### config.mk
export PLATFORM = sky130hd
export DESIGN_NAME = floor_scheduler_flat
export DESIGN_NICKNAME = d
export VERILOG_FILES = /design/src/rtl/floor_scheduler_if.sv /design/src/rtl/floor_scheduler.sv /design/src/flat_wrapper.sv
export SDC_FILE = /design/constraint.sdc
export NUM_CORES = 1
export LEC_CHECK = 0
export CAP_MARGIN = 30
export CORE_AREA = 2 2 81 44
export DETAILED_ROUTE_END_ITERATION = 7
export DIE_AREA = 0 0 83 46
export HOLD_SLACK_MARGIN = 0.08
export PLACE_DENSITY = 0.82
export RECOVER_POWER = 50
export SETUP_SLACK_MARGIN = 0.15
export SYNTH_ARGS = -nofsm -noshare
export SYNTH_HDL_FRONTEND = slang
export SYNTH_SLANG_ARGS = --single-unit
### constraint.sdc
create_clock -name clk -period 5.4 [get_ports clk]
set_clock_uncertainty 0.05 [all_clocks]
set_input_delay 0.54 -clock clk [delete_from_list [all_inputs] [get_ports clk]]
set_output_delay 0.54 -clock clk [all_outputs]
set_load 0.1 [all_outputs]
### src/rtl/floor_scheduler_if.sv
// Floor scheduler bus: time-base strobe, call inputs, door buttons and the
// car status outputs consumed by the display/lamp logic.
interface floor_scheduler_if #(
  parameter int FLOORS = 8,
  parameter int FW     = 3
);
  logic              tick;
  logic [FLOORS-1:0] out_req;
  logic [FLOORS-1:0] in_req;
  logic              open_door_bnt;
  logic              close_door_bnt;
  logic [FW-1:0]     floor;
  logic [FLOORS-1:0] floor_req;
  logic              up_lamp;
  logic              down_lamp;
  logic              door_open_lamp;
  logic              door_close_lamp;
  logic [3:0]        count_run_time;
  logic [2:0]        count_door_time;

  // Driver side: produces ticks, calls and button levels.
  modport master (
    output tick, out_req, in_req, open_door_bnt, close_door_bnt,
    input  floor, floor_req, up_lamp, down_lamp, door_open_lamp,
           door_close_lamp, count_run_time, count_door_time
  );

  // Scheduler side.
  modport slave (
    input  tick, out_req, in_req, open_door_bnt, close_door_bnt,
    output floor, floor_req, up_lamp, down_lamp, door_open_lamp,
           door_close_lamp, count_run_time, count_door_time
  );
endinterface

### src/rtl/floor_scheduler.sv
// LOOK-order elevator car scheduler: latches hall/cab calls, chooses the
// travel direction, steps the car one floor per RUN_TICKS ticks and runs
// the door open/hold/close sequence with button override.
module floor_scheduler #(
  parameter int FLOORS     = 8,
  parameter int FW         = 3,
  parameter int RUN_TICKS  = 3,
  parameter int DOOR_TICKS = 5
) (
  input  logic                 clk,
  input  logic                 reset,
  floor_scheduler_if.slave     bus
);

  typedef enum logic [1:0] {
    S_IDLE   = 2'd0,
    S_MOVE   = 2'd1,
    S_ARRIVE = 2'd2,
    S_DOOR   = 2'd3
  } state_t;

  localparam logic DIR_UP   = 1'b0;
  localparam logic DIR_DOWN = 1'b1;

  state_t            r_state;
  logic              r_dir;
  logic [FW-1:0]     r_floor;
  logic [FLOORS-1:0] r_floor_req;
  logic [3:0]        r_run;
  logic [2:0]        r_door;
  logic              r_up_lamp;
  logic              r_down_lamp;
  logic              r_door_open_lamp;

  state_t            w_state_nx;
  logic              w_dir_nx;
  logic [FW-1:0]     w_floor_nx;
  logic [FLOORS-1:0] w_req_nx;
  logic [3:0]        w_run_nx;
  logic [2:0]        w_door_nx;
  logic [FLOORS-1:0] w_calls;
  logic [FLOORS-1:0] w_here_mask;
  logic              w_here;
  logic              w_above;
  logic              w_below;
  logic              w_call_here;

  // Pending-call geometry relative to the car: above, below and at this floor.
  always_comb begin
    w_calls     = bus.out_req | bus.in_req;
    w_here_mask = {{(FLOORS-1){1'b0}}, 1'b1} << r_floor;
    w_here      = |(r_floor_req & w_here_mask);
    w_call_here = |(w_calls & w_here_mask);
    w_above     = 1'b0;
    w_below     = 1'b0;
    for (int i = 0; i < FLOORS; i++) begin
      if (r_floor_req[i] && (i > int'(r_floor))) begin
        w_above = 1'b1;
      end else if (r_floor_req[i] && (i < int'(r_floor))) begin
        w_below = 1'b1;
      end else begin
        w_above = w_above;
      end
    end
  end

  // Next state, direction, floor and timers for the LOOK sequencer.
  always_comb begin
    w_state_nx = r_state;
    w_dir_nx   = r_dir;
    w_floor_nx = r_floor;
    w_run_nx   = r_run;
    w_door_nx  = r_door;
    case (r_state)
      S_IDLE: begin
        if (w_here || bus.open_door_bnt) begin
          w_state_nx = S_DOOR;
          w_door_nx  = 3'd0;
        end else if (w_above && ((r_dir == DIR_UP) || !w_below)) begin
          w_dir_nx   = DIR_UP;
          w_state_nx = S_MOVE;
          w_run_nx   = 4'd0;
        end else if (w_below) begin
          w_dir_nx   = DIR_DOWN;
          w_state_nx = S_MOVE;
          w_run_nx   = 4'd0;
        end else begin
          w_state_nx = S_IDLE;
        end
      end
      S_MOVE: begin
        // Door buttons have no effect while travelling.
        if (bus.tick && (r_run == 4'(RUN_TICKS - 1))) begin
          w_run_nx   = 4'd0;
          w_state_nx = S_ARRIVE;
          if (r_dir == DIR_UP) begin
            w_floor_nx = r_floor + FW'(1);
          end else begin
            w_floor_nx = r_floor - FW'(1);
          end
        end else if (bus.tick) begin
          w_run_nx = r_run + 4'd1;
        end else begin
          w_run_nx = r_run;
        end
      end
      S_ARRIVE: begin
        if (w_here) begin
          w_state_nx = S_DOOR;
          w_door_nx  = 3'd0;
        end else if ((r_dir == DIR_UP) ? w_above : w_below) begin
          w_state_nx = S_MOVE;
        end else if ((r_dir == DIR_UP) ? w_below : w_above) begin
          w_dir_nx   = ~r_dir;
          w_state_nx = S_MOVE;
        end else begin
          w_state_nx = S_IDLE;
        end
      end
      S_DOOR: begin
        // Open button beats close and the timer; a fresh call here re-arms the hold.
        if (bus.open_door_bnt) begin
          w_door_nx = 3'd0;
        end else if (bus.close_door_bnt ||
                     (bus.tick && (r_door == 3'(DOOR_TICKS - 1)))) begin
          w_door_nx  = 3'd0;
          w_state_nx = S_IDLE;
        end else if (w_call_here) begin
          w_door_nx = 3'd0;
        end else if (bus.tick) begin
          w_door_nx = r_door + 3'd1;
        end else begin
          w_door_nx = r_door;
        end
      end
      default: begin
        w_state_nx = S_IDLE;
        w_run_nx   = 4'd0;
        w_door_nx  = 3'd0;
      end
    endcase
  end

  // Call latch: accumulate new calls, never hold the call for an open-door floor.
  always_comb begin
    if ((r_state == S_DOOR) || (w_state_nx == S_DOOR)) begin
      w_req_nx = (r_floor_req | w_calls) & ~w_here_mask;
    end else begin
      w_req_nx = r_floor_req | w_calls;
    end
  end

  // State, position, call and lamp registers; reset abandons any run at once.
  always_ff @(posedge clk or negedge reset) begin
    if (!reset) begin
      r_state          <= S_IDLE;
      r_dir            <= DIR_UP;
      r_floor          <= '0;
      r_floor_req      <= '0;
      r_run            <= 4'd0;
      r_door           <= 3'd0;
      r_up_lamp        <= 1'b0;
      r_down_lamp      <= 1'b0;
      r_door_open_lamp <= 1'b0;
    end else begin
      r_state          <= w_state_nx;
      r_dir            <= w_dir_nx;
      r_floor          <= w_floor_nx;
      r_floor_req      <= w_req_nx;
      r_run            <= w_run_nx;
      r_door           <= w_door_nx;
      r_up_lamp        <= ((w_state_nx == S_MOVE) || (w_state_nx == S_ARRIVE)) && (w_dir_nx == DIR_UP);
      r_down_lamp      <= ((w_state_nx == S_MOVE) || (w_state_nx == S_ARRIVE)) && (w_dir_nx == DIR_DOWN);
      r_door_open_lamp <= (w_state_nx == S_DOOR);
    end
  end

  assign bus.floor           = r_floor;
  assign bus.floor_req       = r_floor_req;
  assign bus.up_lamp         = r_up_lamp;
  assign bus.down_lamp       = r_down_lamp;
  assign bus.door_open_lamp  = r_door_open_lamp;
  assign bus.door_close_lamp = ~r_door_open_lamp;
  assign bus.count_run_time  = r_run;
  assign bus.count_door_time = r_door;

endmodule

### src/flat_wrapper.sv
// flat-port wrapper written by rule: the top's interface ports become plain ports
module floor_scheduler_flat 
#(
  parameter int FLOORS     = 8,
  parameter int FW         = 3,
  parameter int RUN_TICKS  = 3,
  parameter int DOOR_TICKS = 5
)
  (clk, reset, bus_tick, bus_out_req, bus_in_req, bus_open_door_bnt, bus_close_door_bnt, bus_floor, bus_floor_req, bus_up_lamp, bus_down_lamp, bus_door_open_lamp, bus_door_close_lamp, bus_count_run_time, bus_count_door_time);
  floor_scheduler_if #(.FLOORS(FLOORS), .FW(FW)) bus_i ();
  input  logic clk;
  input  logic reset;
  input wire logic [$bits(bus_i.tick)-1:0] bus_tick;
  input wire logic [$bits(bus_i.out_req)-1:0] bus_out_req;
  input wire logic [$bits(bus_i.in_req)-1:0] bus_in_req;
  input wire logic [$bits(bus_i.open_door_bnt)-1:0] bus_open_door_bnt;
  input wire logic [$bits(bus_i.close_door_bnt)-1:0] bus_close_door_bnt;
  output wire logic [$bits(bus_i.floor)-1:0] bus_floor;
  output wire logic [$bits(bus_i.floor_req)-1:0] bus_floor_req;
  output wire logic [$bits(bus_i.up_lamp)-1:0] bus_up_lamp;
  output wire logic [$bits(bus_i.down_lamp)-1:0] bus_down_lamp;
  output wire logic [$bits(bus_i.door_open_lamp)-1:0] bus_door_open_lamp;
  output wire logic [$bits(bus_i.door_close_lamp)-1:0] bus_door_close_lamp;
  output wire logic [$bits(bus_i.count_run_time)-1:0] bus_count_run_time;
  output wire logic [$bits(bus_i.count_door_time)-1:0] bus_count_door_time;
  assign bus_i.tick = bus_tick;
  assign bus_i.out_req = bus_out_req;
  assign bus_i.in_req = bus_in_req;
  assign bus_i.open_door_bnt = bus_open_door_bnt;
  assign bus_i.close_door_bnt = bus_close_door_bnt;
  assign bus_floor = bus_i.floor;
  assign bus_floor_req = bus_i.floor_req;
  assign bus_up_lamp = bus_i.up_lamp;
  assign bus_down_lamp = bus_i.down_lamp;
  assign bus_door_open_lamp = bus_i.door_open_lamp;
  assign bus_door_close_lamp = bus_i.door_close_lamp;
  assign bus_count_run_time = bus_i.count_run_time;
  assign bus_count_door_time = bus_i.count_door_time;
  floor_scheduler #(.FLOORS(FLOORS), .FW(FW), .RUN_TICKS(RUN_TICKS), .DOOR_TICKS(DOOR_TICKS)) u_core (.clk(clk), .reset(reset), .bus(bus_i));
endmodule
==> impl_metrics.tcl <==
set metrics [dict create \
    cp-endpoint "u_core.bus.floor_req[4]" \
    grt_pass1_wl_um 7003 \
    ys.flop_type "dfrtp_1" \
    synth_top_area_share_pct 39.60 \
    die_w_um 83 \
    synth-warning-count 0 \
    num_rows 15 \
    critical_path.startpoint_type "flop" \
    synth_most_common_cell "dfrtp_1" \
    cts_buffers 3 \
    synthCells 167 \
    antenna_found_initial 0 \
    grt_max_degree 15 \
    cts_tree "built" \
    worst_slew_pin_slew_ns 0.9790 \
    dr_total_vias 1557 \
    cp-end-kind "flop" \
    synth_edf_count 0 \
    synth.cell_area_sq_mm 0.001516 \
    crit_type "reg -> reg" \
    overflow 0 \
    root_buffer "clkbuf_8" \
    post-dp-hpwl_um 3408 \
    grt.total_usage_pct 24.14 \
    crit_arrival_ns 3.44 \
    power_frac_comb_pct 63.2 \
    fin_crit_ns 3.310 \
    drv_slew 0 \
    synth_nets 200 \
    max-vdd-ir-drop_mv 0.3329 \
    worstSetupStartpoint "u_core.bus.floor[0]" \
    cap_viol_max_count 0 \
    avgSynthCellArea_sq_um 9.081 \
    reg2reg_depth 11 \
    drive_above_1_share_pct 4.762 \
    cts_max_level 1 \
    diodes 0 \
    p_clk_share_pct 12.3 \
    r2r-end "u_core.bus.floor_req[4]" \
    switching_share_pct 57.19 \
    worstPathRequired_ns 5.53 \
    synth_commonest_cells "dfrtp_1, a21oi_1, nor2_1" \
    via_per_inst 6.179 \
    p_per_area_mw_per_mm2 628.0 \
    cts_setup_buffers 0 \
    synth_cell_types 45 \
    pin_count 43 \
    instances_no_fill 252 \
    async_reset_ff_share_pct 100.0 \
    crit_fanout 10 \
    p_sw_mw 0.7356 \
    grt_pass1_vias 1484 \
    leakage_nw 0.8395 \
    synth_seq_cells 24 \
    drtIter0Drc 152 \
    period_share_pct 61.29 \
    core_area_sq_mm 0.003209 \
    seq_power_share_pct 24.5 \
    setup_viol 0 \
    p_int_mw 0.5507 \
    dp.cells 248 \
    final.setup.tns_ns 0 \
    clk_latency_ns 0.27 \
    area_growth_pct 35.07 \
    cts.sinks 24 \
    hold_viol_final 0 \
    synth.largest_area_cell "dfrtp_1" \
    ys_seq_area_share_pct 39.60 \
    ctsHoldBuffers 0 \
    dieArea_sq_mm 0.003818 \
    drc 0 \
    cts_buffer_depth 2 \
    wirelength_um 4479 \
    fmax_mhz 302.1 \
    firstDrtPassIters 5 \
    outcome "finished, final reports clean" \
    hold_path_class "reg -> reg" \
    post_cts_resized 0 \
    clkSlewWorstSetupHoldPaths_ns 0.08 \
    initial_utilization_pct 47.25 \
    nNetsFinal 244 \
    synthTopCellsByArea "dfrtp_1, ha_1, a21oi_1" \
    r2r_start "u_core.bus.floor[0]" \
    io_buffer_count 42 \
    route.detailed.wl_per_inst_um 17.77 \
    rsz0062_at_grt "false" \
    reg2reg_slack_ns 2.09 \
    gp_congestion 0.9341 \
    ant_nets 0 \
    fp.dieH_um 46 \
    maxSlewHeadroom_pct 34.52 \
]
[layer usage]
layer	routed length (um)	GRT usage, %	part of all wire [%]
met2	1912	39.35	43
met1	2021	31.35	45
met4	102	7.869	2.3
met3	443	7.790	9.9
met5	0	0	0
[cells by family after synthesis]
group	after synthesis	share of synthesized area (%)
adders and majority gates	12	9.901
and+or+nand+nor	59	20.71
buffers and inverters	16	4.042
DFF	24	39.60
xor gates and xnor gates	2	1.155
AOI/OAI and AO/OA	53	23.93
muxes	1	0.6601
[worst max-delay path, stage by stage (launching register included)]
cell and delay [ns]:
dfrtp_1 0.53, inv_1 0.16, ha_1 0.32, a222oi_1 0.36, mux2i_1 0.24, or3_1 0.43, nor3_2 0.25, a22oi_1 0.13
ha_1 0.25, a21oi_1 0.19, nor2_1 0.10, a21oi_1 0.21
[layout make-up]
class	instances	area, sq um
Timing Repair Buffer	43	424.2
Sequential cell	24	600.6
Tap cell	42	52.55
Fill cell	242	1161
Clock buffer	3	41.29
Inverter	12	45.04
Clock inverter	1	30.03
Multi-Input combinational cell	127	854.6
[how the worst min path moves through the flow]
stage	start	depth (start not counted)	to	slack, ns
5_1_grt	u_core.bus.count_door_time[2]	1	u_core.bus.count_door_time[2]	0.50
4_1_cts	u_core.bus.count_door_time[2]	1	u_core.bus.count_door_time[2]	0.47
3_3_place_gp	u_core.bus.count_door_time[2]	1	u_core.bus.count_door_time[2]	0.45
2_1_floorplan	reset	0	u_core.bus.count_door_time[0]	0.19
3_5_place_dp	u_core.bus.count_door_time[2]	1	u_core.bus.count_door_time[2]	0.45
6_report	u_core.bus.count_door_time[2]	1	u_core.bus.count_door_time[2]	0.46
[through the flow]
stage          power [mW]  util, %  instance area [sq um]  worst slack (ns)  hold WS [ns]
6_report            1.286    63.82                   2048             2.090        0.4565
5_1_grt             1.353    63.82                   2048             1.841        0.5045
3_3_place_gp        1.094    61.48                   1973             2.486        0.4496
4_1_cts             1.290    64.17                   2059             2.136        0.4658
3_5_place_dp        1.128    61.95                   1988             2.160        0.4528
2_1_floorplan      0.9112        -                   1516             1.851        0.1944
[placed cells by master (no fill, tap or decap), types with 2 or more instances in the layout]
cell / synthesis / layout
nand3_1: 3 / 3
dfrtp_1: 24 / 24
dlygate4sd3_1: 0 / 10
a222oi_1: 2 / 2
nor2_1: 14 / 14
nor2b_1: 5 / 5
o221ai_1: 2 / 2
or3_1: 6 / 6
o21ai_0: 8 / 8
inv_1: 11 / 11
nor3_1: 10 / 10
o311a_1: 3 / 3
a21oi_1: 16 / 16
nand2b_1: 4 / 4
clkbuf_8: 0 / 3
nand2_1: 9 / 9
a31oi_1: 7 / 7
ha_1: 12 / 12
clkdlybuf4s50_1: 0 / 32
[flip-flops by register name, indices dropped and copies added (netlist names)]
register / flops
u_core.bus.floor_req: 8
u_core.bus.count_door_time: 3
u_core.r_state: 2
u_core.bus.up_lamp: 1
u_core.bus.floor: 3
u_core.bus.count_run_time: 4
u_core.r_dir: 1
u_core.bus.down_lamp: 1
u_core.bus.door_open_lamp: 1
[power groups by stage]
| stage | Combinational (mW) | Sequential (mW) | Clock [mW] |
|---|---|---|---|
| 3_3_place_gp | 0.784 | 0.310 | 0 |
| 2_1_floorplan | 0.300 | 0.611 | 0 |
| 5_1_grt | 0.859 | 0.325 | 0.168 |
| 4_1_cts | 0.817 | 0.314 | 0.159 |
| 6_report | 0.813 | 0.315 | 0.158 |
| 3_5_place_dp | 0.812 | 0.316 | 0 |
Note: power is estimated with default switching activity, not from simulation.
==> variant: new RTL, same flow settings <==
Encoding of `state_t`: now one-hot (4 bits for 4 states).
--- a/src/rtl/floor_scheduler.sv
+++ b/src/rtl/floor_scheduler.sv
@@ -12,11 +12,11 @@
   floor_scheduler_if.slave     bus
 );
 
-  typedef enum logic [1:0] {
-    S_IDLE   = 2'd0,
-    S_MOVE   = 2'd1,
-    S_ARRIVE = 2'd2,
-    S_DOOR   = 2'd3
+  typedef enum logic [3:0] {
+    S_IDLE   = 4'b0001,
+    S_MOVE   = 4'b0010,
+    S_ARRIVE = 4'b0100,
+    S_DOOR   = 4'b1000
   } state_t;
 
   localparam logic DIR_UP   = 1'b0;
Check against the original RTL: no difference found for any inputs over 10 cycles, from zero or initial values and one cycle with reset low; not proved beyond that.
==> variant against the unedited design <==
Setup slack improved by 480 ps. Count of clock-buffer cells in the layout stayed put. Sequential cell count rose by 2. Critical endpoint is now u_core.bus.count_run_time[1]$_DFFE_PN0P_. Critical path type unchanged. Routed wire length decreased by 2.7%. Critical path depth shrank 3. Largest cell class unchanged. Synthesized area is 12% higher. Cell area up 8.7%. Utilization up 5.6 points.
Power is not compared: it rests on default switching activity, and its combinational part moved more than twofold at a synthesized area within 25%.
==> variant: results (changes against the unedited design) <==
Synth Area in Adders = 8.07% (-1.8 points)
routed length on met1 = 2.26 mm (+12%)
worst setup path endpoint = u_core.bus.count_run_time[1]$_DFFE_PN0P_
largest net degree at the start of global routing = 27 (+12)
worst path arrival time = 2940 ps (-500 ps)
met3 WL = 457 µm (+3.2%)
Clock buffers and inverters, area share = 3.20% (-0.28 points)
outcome = complete, no violations
Core Util, Final = 69.4% (+5.6 points)
Synth cell types = 51 (+13%)
hold path endpoint = u_core.bus.count_door_time[0]$_DFFE_PN0P_
final worst-path setup slack = 2570 ps (+484 ps)
final WL = 4.36 mm (-2.7%)
detailed placement HPWL = 3.35 mm (-1.7%)
largest fanout on the critical path = 16 (+6)
Seq/total area = 29.3% (-0.052 points)
vias in the first global route = 1373 (-7.5%)
Synth Area in Compound Gates = 27.9% (+4.0 points)
pre-CTS setup slack = 2730 ps (+574 ps)
Met2 Wirelength = 1.62 mm (-16%)
Tot GR Track Use = 24.1% (-0.090 points)
top cells by area, synth = dfrtp_1, ha_1, a31oi_1
part of the Yosys area used for sequential elements = 38.2% (-1.4 points)
Placed Area = 2160 µm² (+8.7%)
NonClk Buf Share = 19.0% (-1.7 points)
#MultiIn Comb = 147 (+16%)
Signal inverters = 15 (+3)
via count = 1651 (+6.0%)
worst hold stages = 1 (unchanged)
gpl congestion = 0.876 (-6.3%)
FF-to-FF Start = u_core.bus.floor[2]$_DFFE_PN0P_
met2 Use GR = 30.2% (-9.2 points)
Avg Inst Size Synth = 8.93 µm² (-1.7%)
max incr delay on CP = 650 ps (+120 ps)
layout cells sized above 1 = 4.68% (-0.081 points)
mux share of post-synthesis cell area = 1.32% (+0.66 points)
DR pass1 iterations = 4 (-1)
measured slew at the worst slew-check pin = 1390 ps (+407 ps)
Synth top cells by count = dfrtp_1, nor2_1, inv_1, a31oi_1
global-route wire length before repair = 7.06 mm (+0.79%)
CTS clk-pin slew, worst paths = 100 ps (+20 ps)
syn_nets = 223 (+12%)
met1 Use GR = 38.9% (+7.5 points)
cells on worst reg2reg path = 8 (-3)
Hold Worst Slack = 513 ps (+56.7 ps)
post-synthesis xor/xnor area fraction = 1.03% (-0.13 points)
static leakage = 0.932 nW
nets = 268 (+9.8%)
Min-Delay Startpoint = u_core.bus.count_door_time[0]$_DFFE_PN0P_
-- variant: changes by cell type after synthesis, moves of 3 or more --
cell	delta
a21oi_1	-4
a31oi_1	+6
clkbuf_1	-3
o311a_1	-3
nand2_1	-3
inv_1	+3
and3_1	+4
nor2_1	+6
or3_1	-4
a211oi_1	+4
o21ai_0	+3
-- variant: cell families after synthesis --
family                   Yosys count
flip-flops                        26
buffers and inverters             18
adder cells (fa/ha/maj)           11
AND/OR/NAND/NOR                   63
AO/OA/AOI/OAI                     69
XOR/XNOR                           2
multiplexers                       2
-- variant: power by group through the flow --
stage,Sequential (W),Clock (W),Combinational (W)
finish,0.000254,0.000164,0.000360
global route,0.000256,0.000175,0.000386
global placement,0.000254,0,0.000361
detailed placement,0.000256,0,0.000363
floorplan,0.000335,0,0.000187
CTS,0.000252,0.000166,0.000364
